--- config.mk ---
export PLATFORM = sky130hd
export DESIGN_NAME = mips_debug_loader
export DESIGN_NICKNAME = d
export VERILOG_FILES = /design/src/rtl/mips_dbg_pkg.sv /design/src/rtl/mips_dbg_cycle_counter.sv /design/src/rtl/mips_debug_loader.sv
export SDC_FILE = /design/constraint.sdc
export NUM_CORES = 1
export LEC_CHECK = 0
export CAP_MARGIN = 5
export CELL_PAD_IN_SITES_DETAIL_PLACEMENT = 1
export CELL_PAD_IN_SITES_GLOBAL_PLACEMENT = 1
export CORE_AREA = 3 3 143 145
export CTS_CLUSTER_DIAMETER = 30
export DETAILED_ROUTE_END_ITERATION = 8
export DIE_AREA = 0 0 146 148
export PLACE_DENSITY_LB_ADDON = 0.2
export SYNTH_ARGS = -nofsm -noshare
export SYNTH_HDL_FRONTEND = slang
export SYNTH_SLANG_ARGS = --single-unit
--- constraint.sdc ---
create_clock -name clk1 -period 4.5 [get_ports clk1]
set_input_delay 0.9 -clock clk1 [delete_from_list [all_inputs] [get_ports clk1]]
set_output_delay 0.9 -clock clk1 [all_outputs]
set_load 0.02 [all_outputs]
--- src/rtl/mips_dbg_pkg.sv ---
// Shared definitions for the MIPS debug loader: opcodes, FSM states, defaults
// and the RUN response packing.
package mips_dbg_pkg;

  localparam int unsigned DEF_ADDR_W      = 10;
  localparam int unsigned DEF_RUN_TIMEOUT = 1000;

  typedef enum logic [1:0] {
    OP_WMEM = 2'b00,
    OP_WREG = 2'b01,
    OP_RREG = 2'b10,
    OP_RUN  = 2'b11
  } op_e;

  typedef enum logic [2:0] {
    ST_HOLD,
    ST_WRITE,
    ST_RD_WAIT,
    ST_RESP,
    ST_RUN
  } state_e;

  // Bit 31 flags a forced stop; the low 31 bits carry the cycle count.
  function automatic logic [31:0] run_result(input logic timed_out, input logic [30:0] count);
    return {timed_out, count};
  endfunction

endpackage

--- src/rtl/mips_dbg_cycle_counter.sv ---
// Saturating 32-bit cycle counter with synchronous clear; exposes the value
// the counter will hold after the current cycle.
module mips_dbg_cycle_counter (
  input  logic        i_clk,
  input  logic        i_rst,
  input  logic        i_clr,
  input  logic        i_en,
  output logic [31:0] o_count_next
);

  logic [31:0] r_count;

  always_comb begin
    o_count_next = (r_count == '1) ? r_count : r_count + 32'd1;
  end

  always_ff @(posedge i_clk) begin
    if (i_rst || i_clr) begin
      r_count <= '0;
    end else if (i_en) begin
      r_count <= o_count_next;
    end
  end

endmodule

--- src/rtl/mips_debug_loader.sv ---
// Host-side debug loader for a small MIPS core: writes memory/registers,
// reads registers and runs the core from a given PC with a cycle budget.
module mips_debug_loader
  import mips_dbg_pkg::*;
#(
  parameter int unsigned ADDR_W      = DEF_ADDR_W,
  parameter int unsigned RUN_TIMEOUT = DEF_RUN_TIMEOUT
) (
  input  logic              clk1,
  input  logic              reset,
  input  logic              cmd_valid,
  output logic              cmd_ready,
  input  logic [1:0]        cmd_op,
  input  logic [ADDR_W-1:0] cmd_addr,
  input  logic [31:0]       cmd_data,
  output logic              rsp_valid,
  input  logic              rsp_ready,
  output logic [31:0]       rsp_data,
  output logic              mem_we,
  output logic [ADDR_W-1:0] mem_addr,
  output logic [31:0]       mem_wdata,
  output logic              reg_we,
  output logic [4:0]        reg_addr,
  output logic [31:0]       reg_wdata,
  output logic [4:0]        reg_raddr,
  input  logic [31:0]       reg_rdata,
  output logic              cpu_hold,
  output logic [ADDR_W-1:0] cpu_pc,
  input  logic              cpu_halted
);

  state_e            r_state;
  state_e            w_next;
  op_e               w_op;
  logic              w_accept;
  logic              w_run_exit;
  logic              w_timed_out;
  logic [31:0]       w_count_next;
  logic              r_is_mem;
  logic [ADDR_W-1:0] r_addr;
  logic [31:0]       r_wdata;
  logic [31:0]       r_rsp_data;
  logic [ADDR_W-1:0] r_cpu_pc;

  assign w_op = op_e'(cmd_op);

  mips_dbg_cycle_counter u_counter (
    .i_clk        (clk1),
    .i_rst        (reset),
    .i_clr        (w_accept && (w_op == OP_RUN)),
    .i_en         (r_state == ST_RUN),
    .o_count_next (w_count_next)
  );

  always_comb begin
    w_next      = r_state;
    w_accept    = 1'b0;
    w_run_exit  = 1'b0;
    w_timed_out = 1'b0;
    cmd_ready   = 1'b0;
    rsp_valid   = 1'b0;
    cpu_hold    = 1'b1;
    mem_we      = 1'b0;
    reg_we      = 1'b0;
    reg_raddr   = r_addr[4:0];
    case (r_state)
      ST_HOLD: begin
        cmd_ready = 1'b1;
        // Present the index on the accept cycle so the 1-cycle read lands in RD_WAIT.
        reg_raddr = cmd_addr[4:0];
        if (cmd_valid) begin
          w_accept = 1'b1;
          case (w_op)
            OP_WMEM, OP_WREG: w_next = ST_WRITE;
            OP_RREG:          w_next = ST_RD_WAIT;
            default:          w_next = ST_RUN;
          endcase
        end
      end
      ST_WRITE: begin
        mem_we = r_is_mem && !reset;
        reg_we = !r_is_mem && !reset;
        w_next = ST_HOLD;
      end
      ST_RD_WAIT: begin
        w_next = ST_RESP;
      end
      ST_RESP: begin
        rsp_valid = 1'b1;
        if (rsp_ready) begin
          w_next = ST_HOLD;
        end
      end
      ST_RUN: begin
        cpu_hold = 1'b0;
        if (cpu_halted) begin
          w_run_exit = 1'b1;
          w_next     = ST_RESP;
        end else if (w_count_next >= 32'(RUN_TIMEOUT)) begin
          w_run_exit  = 1'b1;
          w_timed_out = 1'b1;
          w_next      = ST_RESP;
        end
      end
      default: begin
        w_next = ST_HOLD;
      end
    endcase
  end

  always_ff @(posedge clk1) begin
    if (reset) begin
      r_state    <= ST_HOLD;
      r_is_mem   <= 1'b0;
      r_addr     <= '0;
      r_wdata    <= '0;
      r_rsp_data <= '0;
      r_cpu_pc   <= '0;
    end else begin
      r_state <= w_next;
      if (w_accept) begin
        r_is_mem <= (w_op == OP_WMEM);
        r_addr   <= cmd_addr;
        r_wdata  <= cmd_data;
        if (w_op == OP_RUN) begin
          r_cpu_pc <= cmd_addr;
        end
      end
      if (r_state == ST_RD_WAIT) begin
        r_rsp_data <= reg_rdata;
      end
      if (w_run_exit) begin
        r_rsp_data <= run_result(w_timed_out, w_count_next[30:0]);
      end
    end
  end

  assign rsp_data  = r_rsp_data;
  assign mem_addr  = r_addr;
  assign mem_wdata = r_wdata;
  assign reg_addr  = r_addr[4:0];
  assign reg_wdata = r_wdata;
  assign cpu_pc    = r_cpu_pc;

endmodule

==> flow_summary.html, run 1 <==
<table>
<tr><th>Metric</th><th>Value</th></tr>
<tr><th colspan="2">Run status</th></tr>
<tr><td>Outcome</td><td>completed</td></tr>
<tr><th colspan="2">Worst setup path</th></tr>
<tr><td>Required @ worst endpoint</td><td>4.78 ns</td></tr>
<tr><td>Cell mode on critical path</td><td>sky130_fd_sc_hd__nand4_1</td></tr>
<tr><td>Critical path launch point type</td><td>register</td></tr>
<tr><td>CP Data Arrival Time</td><td>4.16 ns</td></tr>
<tr><td>Cell breakdown of the critical path</td><td>ha_1 &gt; and4_1 &gt; nand4_1 &gt; nor4_1 &gt; xor2_1 &gt; nor4b_1 &gt; nand4_1 &gt; o31a_2 &gt; a32oi_1 &gt; a21oi_1</td></tr>
<tr><td>Crit-path leading delay family</td><td>simple AND/OR/NAND/NOR gates</td></tr>
<tr><td>Crit Path Class</td><td>register to register</td></tr>
<tr><td>Peak fanout along the critical path</td><td>19</td></tr>
<tr><td>Category of the worst setup path capture point</td><td>register</td></tr>
<tr><td>Buffers &amp; Inverters on Critical Path</td><td>0</td></tr>
<tr><td>Slowest CP cell</td><td>sky130_fd_sc_hd__o31a_2</td></tr>
<tr><td>Critical Path Max Stage Delay</td><td>0.60 ns</td></tr>
<tr><th colspan="2">STA</th></tr>
<tr><td>Final-layout setup total negative slack</td><td>0 ns</td></tr>
<tr><td>Final Critical Period</td><td>3.873 ns</td></tr>
<tr><td>RSZ-0062 raised after global routing</td><td>false</td></tr>
<tr><td>Maximum operating frequency</td><td>258.2 MHz</td></tr>
<tr><td>Hold violation count in the final report</td><td>0</td></tr>
<tr><td>Minimum setup slack in the final design</td><td>0.6269 ns</td></tr>
<tr><td>Worst-margin pin slew</td><td>0.9821 ns</td></tr>
<tr><td>Max Transition Viols Final</td><td>0</td></tr>
<tr><td>Final Cycle Share</td><td>86.07%</td></tr>
<tr><td>Clk_skew</td><td>0.006959 ns</td></tr>
<tr><td>Max-slew headroom at the worst pin</td><td>34.53%</td></tr>
<tr><td>Count of final setup violators</td><td>0</td></tr>
<tr><th colspan="2">Route</th></tr>
<tr><td>Vias per Instance</td><td>between 5 and 6</td></tr>
<tr><td>WL per Instance</td><td>18.62 µm</td></tr>
<tr><td>First-pass DRT Iterations</td><td>4</td></tr>
<tr><td>Detail Route Antenna Nets</td><td>0</td></tr>
<tr><td>Vias post-DR</td><td>6241</td></tr>
<tr><td>Total wire length after detailed routing</td><td>22.86 mm</td></tr>
<tr><td>Total DRC errors in the routed layout</td><td>0</td></tr>
<tr><td>Initial detailed-routing violation count</td><td>330</td></tr>
<tr><th colspan="2">Yosys</th></tr>
<tr><td>Area fraction in compound gates after synthesis</td><td>14.95%</td></tr>
<tr><td>Nets in the synthesized netlist</td><td>roughly 900</td></tr>
<tr><td>Post-synthesis cell type count</td><td>58</td></tr>
<tr><td>Post-synthesis instance area</td><td>around 6300 µm²</td></tr>
<tr><td>Number of flip-flops and latches in the synthesized netlist</td><td>120</td></tr>
<tr><td>Multiplexer share of the synthesized area</td><td>2.505%</td></tr>
<tr><td>Per-instance average area after synthesis</td><td>7.730 µm²</td></tr>
<tr><td>Number of flops mapped to enable cells by yosys</td><td>0</td></tr>
<tr><td>Cell type contributing the most total cell area after synthesis</td><td>sky130_fd_sc_hd__dfxtp_1</td></tr>
<tr><td>Post-synth top area share</td><td>38.18%</td></tr>
<tr><td>Warnings from Yosys</td><td>0</td></tr>
<tr><td>Main combinational cell family by area after synthesis</td><td>simple AND/OR/NAND/NOR gates</td></tr>
<tr><td>Prevailing post-synth register cell</td><td>sky130_fd_sc_hd__dfxtp_1</td></tr>
<tr><td>Ranking of synthesized cells by area</td><td>sky130_fd_sc_hd__dfxtp_1, sky130_fd_sc_hd__nand2_1, sky130_fd_sc_hd__a21oi_1</td></tr>
<tr><td>FFs w/ async S/R, synth</td><td>0%</td></tr>
<tr><td>Part of the Yosys area used for sequential elements</td><td>38.18%</td></tr>
<tr><td>Post-synthesis share of cell area spent on full adders, half adders and majority gates</td><td>less than 1%</td></tr>
<tr><td>Post-Synth Simple-Gate Area</td><td>27.90%</td></tr>
<tr><td>Mapped Cells</td><td>814</td></tr>
<tr><td>XOR/XNOR share of the synthesized area</td><td>just under 7%</td></tr>
<tr><th colspan="2">Floorplan</th></tr>
<tr><td>Top-Level Pins</td><td>between 200 and 250</td></tr>
<tr><td>Placement Rows</td><td>51</td></tr>
<tr><td>Die extent in x</td><td>146 µm</td></tr>
<tr><td>Vertical die dimension</td><td>about 150 µm</td></tr>
<tr><td>Die Area</td><td>between 20000 and 25000 µm²</td></tr>
<tr><td>Area inside the core boundary</td><td>19330 µm²</td></tr>
<tr><td>Initial Util</td><td>32.54%</td></tr>
<tr><th colspan="2">Global routing</th></tr>
<tr><td>Met1 track demand over resource in global routing</td><td>27.02%</td></tr>
<tr><td>Global Route Usage Sum</td><td>20.83%</td></tr>
<tr><td>Grt total ovfl</td><td>0</td></tr>
<tr><td>Via count of the first global-routing pass</td><td>6277</td></tr>
<tr><td>Global-route wire length before repair</td><td>35.87 mm</td></tr>
<tr><td>Global-route track usage on met2</td><td>around a third</td></tr>
<tr><td>Initial antenna violation count</td><td>0</td></tr>
<tr><td>Met3 Usage GRT</td><td>4.476%</td></tr>
<tr><td>Layer with the highest usage</td><td>met2</td></tr>
<tr><td>Pin count of the biggest net entering global routing</td><td>56</td></tr>
<tr><th colspan="2">Pwr</th></tr>
<tr><td>Overall power</td><td>3.131 mW</td></tr>
<tr><td>Max VDD drop</td><td>around 0.27 mV</td></tr>
<tr><td>Static Leakage</td><td>2.954 nW</td></tr>
<tr><td>Power density cells</td><td>352.1 nW/µm²</td></tr>
<tr><th colspan="2">Run</th></tr>
<tr><td>Max-cap viol count</td><td>0</td></tr>
<tr><th colspan="2">Placed design</th></tr>
<tr><td>Port bufs</td><td>211</td></tr>
<tr><td>Place WS</td><td>around 0.43 ns</td></tr>
<tr><td>RePlAce Congestion</td><td>just under 0.9</td></tr>
<tr><td>Estimated wirelength of the detail-placed design</td><td>16.78 mm</td></tr>
<tr><td># placed instances</td><td>1196</td></tr>
<tr><th colspan="2">Clock network</th></tr>
<tr><td>Number of H-tree branching levels</td><td>4</td></tr>
<tr><td>Clock tree from TritonCTS</td><td>done</td></tr>
<tr><td>Hold buffer count at CTS</td><td>0</td></tr>
<tr><td>Clk buf depth</td><td>2</td></tr>
<tr><td>Number of clock buffers inserted by TritonCTS</td><td>17</td></tr>
<tr><td>Number of buffers inserted to repair setup after CTS</td><td>0</td></tr>
<tr><td>Root buffer cell</td><td>sky130_fd_sc_hd__clkbuf_16</td></tr>
<tr><td>Num Clock Sinks</td><td>120</td></tr>
<tr><td>Number of cells upsized or downsized after cts</td><td>0</td></tr>
<tr><td>Clk slew on worst S/H paths</td><td>0.06 ns</td></tr>
<tr><td>Insertion delay to the later sink of the worst-skew pair</td><td>0.42 ns</td></tr>
<tr><th colspan="2">Final layout</th></tr>
<tr><td>Area growth from synthesis to layout</td><td>41.30%</td></tr>
<tr><td>Nets</td><td>1032</td></tr>
<tr><td>Fraction of layout cells with a size suffix above 1</td><td>6.957%</td></tr>
<tr><td>Filler-free cell count of the finished design</td><td>1228</td></tr>
<tr><td>Antenna fix cells</td><td>0</td></tr>
<tr><th colspan="2">Min path</th></tr>
<tr><td>Worst min-delay path class</td><td>register to register</td></tr>
</table>
## stage by stage
stage / utilization, % / instance area, µm² / hold WS [ns]
finish: 45.98 / 8891 / 0.4536
global route: 45.98 / 8891 / 0.4714
CTS: 45.98 / 8890 / 0.4543
detailed placement: 42.73 / 8262 / 0.4464
global placement: 42.73 / 8262 / 0.4419
floorplan: - / 6292 / 0.4621
## power breakdown
part           internal (mW)  total, mW  switching (mW)
combinational          0.250      0.520           0.271
clock                  0.934       1.46           0.526
sequential              1.11       1.15          0.0385
## cells in the final DEF, fill, tap and decap left out, types with 3 or more instances in the layout
cell,count
sky130_fd_sc_hd__a211oi_2,6
sky130_fd_sc_hd__a21oi_1,89
sky130_fd_sc_hd__a22oi_1,9
sky130_fd_sc_hd__a311oi_1,4
sky130_fd_sc_hd__and2_1,5
sky130_fd_sc_hd__and3_1,12
sky130_fd_sc_hd__and4_1,11
sky130_fd_sc_hd__buf_4,13
sky130_fd_sc_hd__bufinv_16,4
sky130_fd_sc_hd__clkbuf_16,17
sky130_fd_sc_hd__clkdlybuf4s50_1,210
sky130_fd_sc_hd__clkinv_4,3
sky130_fd_sc_hd__clkinvlp_4,3
sky130_fd_sc_hd__dfxtp_1,120
sky130_fd_sc_hd__inv_1,4
sky130_fd_sc_hd__inv_6,3
sky130_fd_sc_hd__mux2_2,6
sky130_fd_sc_hd__mux2i_1,9
sky130_fd_sc_hd__nand2_1,167
sky130_fd_sc_hd__nand2b_1,3
sky130_fd_sc_hd__nand3_1,31
sky130_fd_sc_hd__nand4_1,20
sky130_fd_sc_hd__nor2_1,58
sky130_fd_sc_hd__nor2b_1,3
sky130_fd_sc_hd__nor3_1,27
sky130_fd_sc_hd__nor4_1,7
sky130_fd_sc_hd__nor4b_1,3
sky130_fd_sc_hd__o21ai_0,12
sky130_fd_sc_hd__o22a_1,5
sky130_fd_sc_hd__o31ai_1,3
sky130_fd_sc_hd__or3_1,12
sky130_fd_sc_hd__xnor2_1,37
sky130_fd_sc_hd__xor2_1,12
## kinds of logic (layout without fill, tap and decap cells)
family          Yosys count  in the layout
buf+inv                 111            260
flops                   120            120
compound gates          149            149
mux                      15             15
simple gates            369            369
xor+xnor                 49             49
fa+ha+maj                 1              1
## cells in the mapped netlist (all sizes together) (6+ instances only)
master,n
a211oi,7
xnor2,37
or3,13
buf,55
nand2,167
o21ai,12
nor3,29
nor2,58
clkbuf,51
nand3,32
mux2i,9
a21oi,89
and3,12
nand4,20
mux2,6
nor4,9
a22oi,9
and4,11
dfxtp,120
xor2,12
## state kept, by name, indices dropped and copies added, names as in the netlist
signal / cells
cpu_pc: 10
mem_addr: 10
mem_wdata: 32
r_is_mem: 1
r_state: 3
rsp_data: 32
u_counter.r_count: 32
## tightest hold or removal path: cells and delay by family (launching register included)
| family | cells | cell delay [ns] |
|---|---|---|
| flops | 1 | 0.30 |
| compound gates | 1 | 0.05 |
| simple gates | 1 | 0.05 |
## cell type report
class	instances	area (µm²)
fillers	2299	10440
multi-input cells	583	3311
flip-flops and latches	120	2402
repair buffers	223	2200
clock buffers	19	432.9
well taps	265	331.6
clock inverters	13	195.2
inverters	5	18.77
## path summary, 6_finish.rpt
kind                            slack (ns)          end  cells past startpoint                 start
worst max-delay path                  0.63  rsp_data[6]                     10  u_counter.r_count[0]
worst min-delay path                  0.45  mem_addr[9]                      2           mem_addr[9]
worst max register to register        0.63  rsp_data[6]                     10  u_counter.r_count[0]
worst min register to register        0.45  mem_addr[9]                      2           mem_addr[9]
## per-layer routing
metal | share of wire [%] | up-vias
met5 | 0 | -
met4 | 1.7 | 0
met3 | 4.7 | 25
met2 | 48 | 180
met1 | 46 | 2997
li1 | - | 3039
(Power assumes the default switching activity.)
==> inputs of run 2 (changes only) <==
--- a/config.mk
+++ b/config.mk
@@ -8,10 +8,10 @@
 export CAP_MARGIN = 5
 export CELL_PAD_IN_SITES_DETAIL_PLACEMENT = 1
 export CELL_PAD_IN_SITES_GLOBAL_PLACEMENT = 1
-export CORE_AREA = 3 3 143 145
+export CORE_AREA = 2 2 142 144
 export CTS_CLUSTER_DIAMETER = 30
 export DETAILED_ROUTE_END_ITERATION = 8
-export DIE_AREA = 0 0 146 148
+export DIE_AREA = 0 0 144 146
 export PLACE_DENSITY_LB_ADDON = 0.2
 export SYNTH_ARGS = -nofsm -noshare
 export SYNTH_HDL_FRONTEND = slang
==> flow_summary.html, run 2 (same netlist as run 1, synthesis figures left out) <==
<table>
<tr><th>Metric</th><th>Value</th></tr>
<tr><th colspan="2">Run status</th></tr>
<tr><td>Outcome</td><td>completed</td></tr>
<tr><th colspan="2">Run</th></tr>
<tr><td>Max-cap viol count</td><td>0</td></tr>
<tr><th colspan="2">Pwr</th></tr>
<tr><td>Sequential share of power</td><td>between 30% and 40%</td></tr>
<tr><td>Static Leakage</td><td>slightly below 3 nW</td></tr>
<tr><td>Clk pwr share</td><td>46.2%</td></tr>
<tr><td>Proportion of power drawn by combinational gates</td><td>16.8%</td></tr>
<tr><td>Overall power</td><td>3.108 mW</td></tr>
<tr><td>Power density cells</td><td>349.2 nW/µm²</td></tr>
<tr><td>Switching part of the total power</td><td>a little over a quarter</td></tr>
<tr><td>Psw</td><td>between 0.8 and 0.9 mW</td></tr>
<tr><td>P_int</td><td>around 2.3 mW</td></tr>
<tr><td>Max VDD drop</td><td>approximately 0.26 mV</td></tr>
<tr><th colspan="2">Floorplan</th></tr>
<tr><td>Area inside the core boundary</td><td>19330 µm²</td></tr>
<tr><td>Top-Level Pins</td><td>between 200 and 250</td></tr>
<tr><td>Placement Rows</td><td>around 50</td></tr>
<tr><td>Die Area</td><td>21020 µm²</td></tr>
<tr><td>Vertical die dimension</td><td>between 100 and 150 µm</td></tr>
<tr><td>Die extent in x</td><td>144 µm</td></tr>
<tr><td>Initial Util</td><td>32.54%</td></tr>
<tr><th colspan="2">Worst setup path</th></tr>
<tr><td>Crit Path Class</td><td>register to register</td></tr>
<tr><td>Required @ worst endpoint</td><td>4.77 ns</td></tr>
<tr><td>Critical path launch point type</td><td>register</td></tr>
<tr><td>Peak fanout along the critical path</td><td>19</td></tr>
<tr><td>Category of the worst setup path capture point</td><td>register</td></tr>
<tr><td>CP Data Arrival Time</td><td>4.21 ns</td></tr>
<tr><td>Register-to-Register Path Depth</td><td>10</td></tr>
<tr><th colspan="2">Final layout</th></tr>
<tr><td>Number of fill cells in the layout</td><td>between 2000 and 2500</td></tr>
<tr><td>Fraction of layout cells with a size suffix above 1</td><td>about 7.3%</td></tr>
<tr><td>Nets</td><td>around 1000</td></tr>
<tr><td>Area growth from synthesis to layout</td><td>41.44%</td></tr>
<tr><td>Commonest non-fill, non-tap cells in the layout</td><td>sky130_fd_sc_hd__clkdlybuf4s50_1, sky130_fd_sc_hd__nand2_1, sky130_fd_sc_hd__dfxtp_1, sky130_fd_sc_hd__a21oi_1, sky130_fd_sc_hd__nor2_1</td></tr>
<tr><td>Post-layout util</td><td>46.03%</td></tr>
<tr><td>Most common cell after layout, fill and taps aside</td><td>sky130_fd_sc_hd__clkdlybuf4s50_1</td></tr>
<tr><td>Final Instance Area</td><td>between 8000 and 9000 µm²</td></tr>
<tr><th colspan="2">STA</th></tr>
<tr><td>Max Transition Viols Final</td><td>0</td></tr>
<tr><td>Clk_skew</td><td>0.01324 ns</td></tr>
<tr><td>RSZ-0062 raised after global routing</td><td>false</td></tr>
<tr><td>Final Critical Period</td><td>3.948 ns</td></tr>
<tr><td>Count of final setup violators</td><td>0</td></tr>
<tr><td>Worst-margin pin slew</td><td>1.089 ns</td></tr>
<tr><td>Final-layout setup total negative slack</td><td>0 ns</td></tr>
<tr><td>Final Cycle Share</td><td>87.73%</td></tr>
<tr><td>Maximum operating frequency</td><td>253.3 MHz</td></tr>
<tr><td>Hold violation count in the final report</td><td>0</td></tr>
<tr><td>Final hold slack</td><td>0.4513 ns</td></tr>
<tr><td>Max-slew headroom at the worst pin</td><td>a little over a quarter</td></tr>
<tr><th colspan="2">Global routing</th></tr>
<tr><td>Global Route Usage Sum</td><td>22.12%</td></tr>
<tr><td>Pin count of the biggest net entering global routing</td><td>between 80 and 90</td></tr>
<tr><td>Initial antenna violation count</td><td>1</td></tr>
<tr><td>Via count of the first global-routing pass</td><td>6364</td></tr>
<tr><td>Grt total ovfl</td><td>0</td></tr>
<tr><td>Global-route wire length before repair</td><td>36.35 mm</td></tr>
<tr><th colspan="2">Placed design</th></tr>
<tr><td>Estimated wirelength of the detail-placed design</td><td>16.77 mm</td></tr>
<tr><td>RePlAce Congestion</td><td>0.8450</td></tr>
<tr><td>Instance area at placement</td><td>8284 µm²</td></tr>
<tr><td>Port bufs</td><td>211</td></tr>
<tr><th colspan="2">Clock network</th></tr>
<tr><td>Insertion delay to the later sink of the worst-skew pair</td><td>around 0.43 ns</td></tr>
<tr><td>Clock tree from TritonCTS</td><td>done</td></tr>
<tr><td>Clk slew on worst S/H paths</td><td>roughly 0.060 ns</td></tr>
<tr><td>Number of H-tree branching levels</td><td>4</td></tr>
<tr><td>Clk buf depth</td><td>2</td></tr>
<tr><td>Root buffer cell</td><td>sky130_fd_sc_hd__clkbuf_16</td></tr>
<tr><td>Hold buffer count at CTS</td><td>0</td></tr>
<tr><td>Number of clock buffers inserted by TritonCTS</td><td>17</td></tr>
<tr><td>Num Clock Sinks</td><td>120</td></tr>
<tr><th colspan="2">Route</th></tr>
<tr><td>Total wire length after detailed routing</td><td>23.31 mm</td></tr>
<tr><td>WL per Instance</td><td>18.92 µm</td></tr>
<tr><td>Vias post-DR</td><td>6282</td></tr>
<tr><td>Detail Route Antenna Nets</td><td>0</td></tr>
<tr><td>Vias per Instance</td><td>5.099</td></tr>
<tr><td>First-pass DRT Iterations</td><td>5</td></tr>
<tr><td>Initial detailed-routing violation count</td><td>343</td></tr>
<tr><td>Total DRC errors in the routed layout</td><td>0</td></tr>
<tr><th colspan="2">Min path</th></tr>
<tr><td>Worst min-delay path class</td><td>register to register</td></tr>
<tr><td>Count of cells along the worst hold path</td><td>2</td></tr>
</table>
run 2: final timing paths:
check,start,to,slack (ns)
min,mem_addr[7],mem_addr[7],0.45
max reg2reg,u_counter.r_count[0],rsp_data[6],0.55
max,u_counter.r_count[0],rsp_data[6],0.55
min reg2reg,mem_addr[7],mem_addr[7],0.45
run 2: cell type report:
cell class / count / area (µm²) / share of cell area [%]
diodes: 1 / 2.502 / 0.02812
flip-flops and latches: 120 / 2402 / 26.99
repair buffers: 226 / 2222 / 24.97
clock buffers: 19 / 442.9 / 4.977
well taps: 265 / 331.6 / 3.726
inverters: 5 / 18.77 / 0.2109
multi-input cells: 583 / 3311 / 37.20
clock inverters: 13 / 168.9 / 1.898
run 2: stage by stage:
step / setup WS [ns] / std cells
6_report: 0.5521 / 1232
5_1_grt: 0.2213 / 1232
4_1_cts: 0.4270 / 1231
3_5_place_dp: 0.4292 / 1199
3_3_place_gp: 0.5700 / 1199
2_1_floorplan: 1.295 / 814
run 2: critical path, stage by stage (launching register included):
cell	delay (ns)
sky130_fd_sc_hd__dfxtp_1	0.43
sky130_fd_sc_hd__ha_1	0.31
sky130_fd_sc_hd__and4_1	0.38
sky130_fd_sc_hd__nand4_1	0.45
sky130_fd_sc_hd__nor4_1	0.54
sky130_fd_sc_hd__xor2_1	0.17
sky130_fd_sc_hd__nor4b_1	0.32
sky130_fd_sc_hd__nand4_1	0.25
sky130_fd_sc_hd__o31a_2	0.60
sky130_fd_sc_hd__a32oi_1	0.25
sky130_fd_sc_hd__a21oi_1	0.09
run 2: power groups by stage:
stage          combinational [mW]  clock, mW  sequential (mW)
3_5_place_dp                0.525          0             1.17
4_1_cts                     0.528       1.45             1.15
3_3_place_gp                0.520          0             1.17
2_1_floorplan               0.225          0             1.22
5_1_grt                     0.561       1.51             1.16
6_report                    0.523       1.43             1.15
run 2: routing by layer:
| layer | up-vias | GRT usage (%) | share of wire [%] |
|---|---|---|---|
| met5 | - | 0 | 0 |
| met4 | 0 | 7.304 | 1.8 |
| met3 | 28 | 4.771 | 5.8 |
| met2 | 182 | 36.38 | 48 |
| met1 | 3025 | 28.66 | 45 |
| li1 | 3047 | - | - |
run 2: repair_timing:
action                                  CTS  global route
gates resized for setup                   0             1
setup buffers                             0             0
endpoints found under the setup margin    0             1
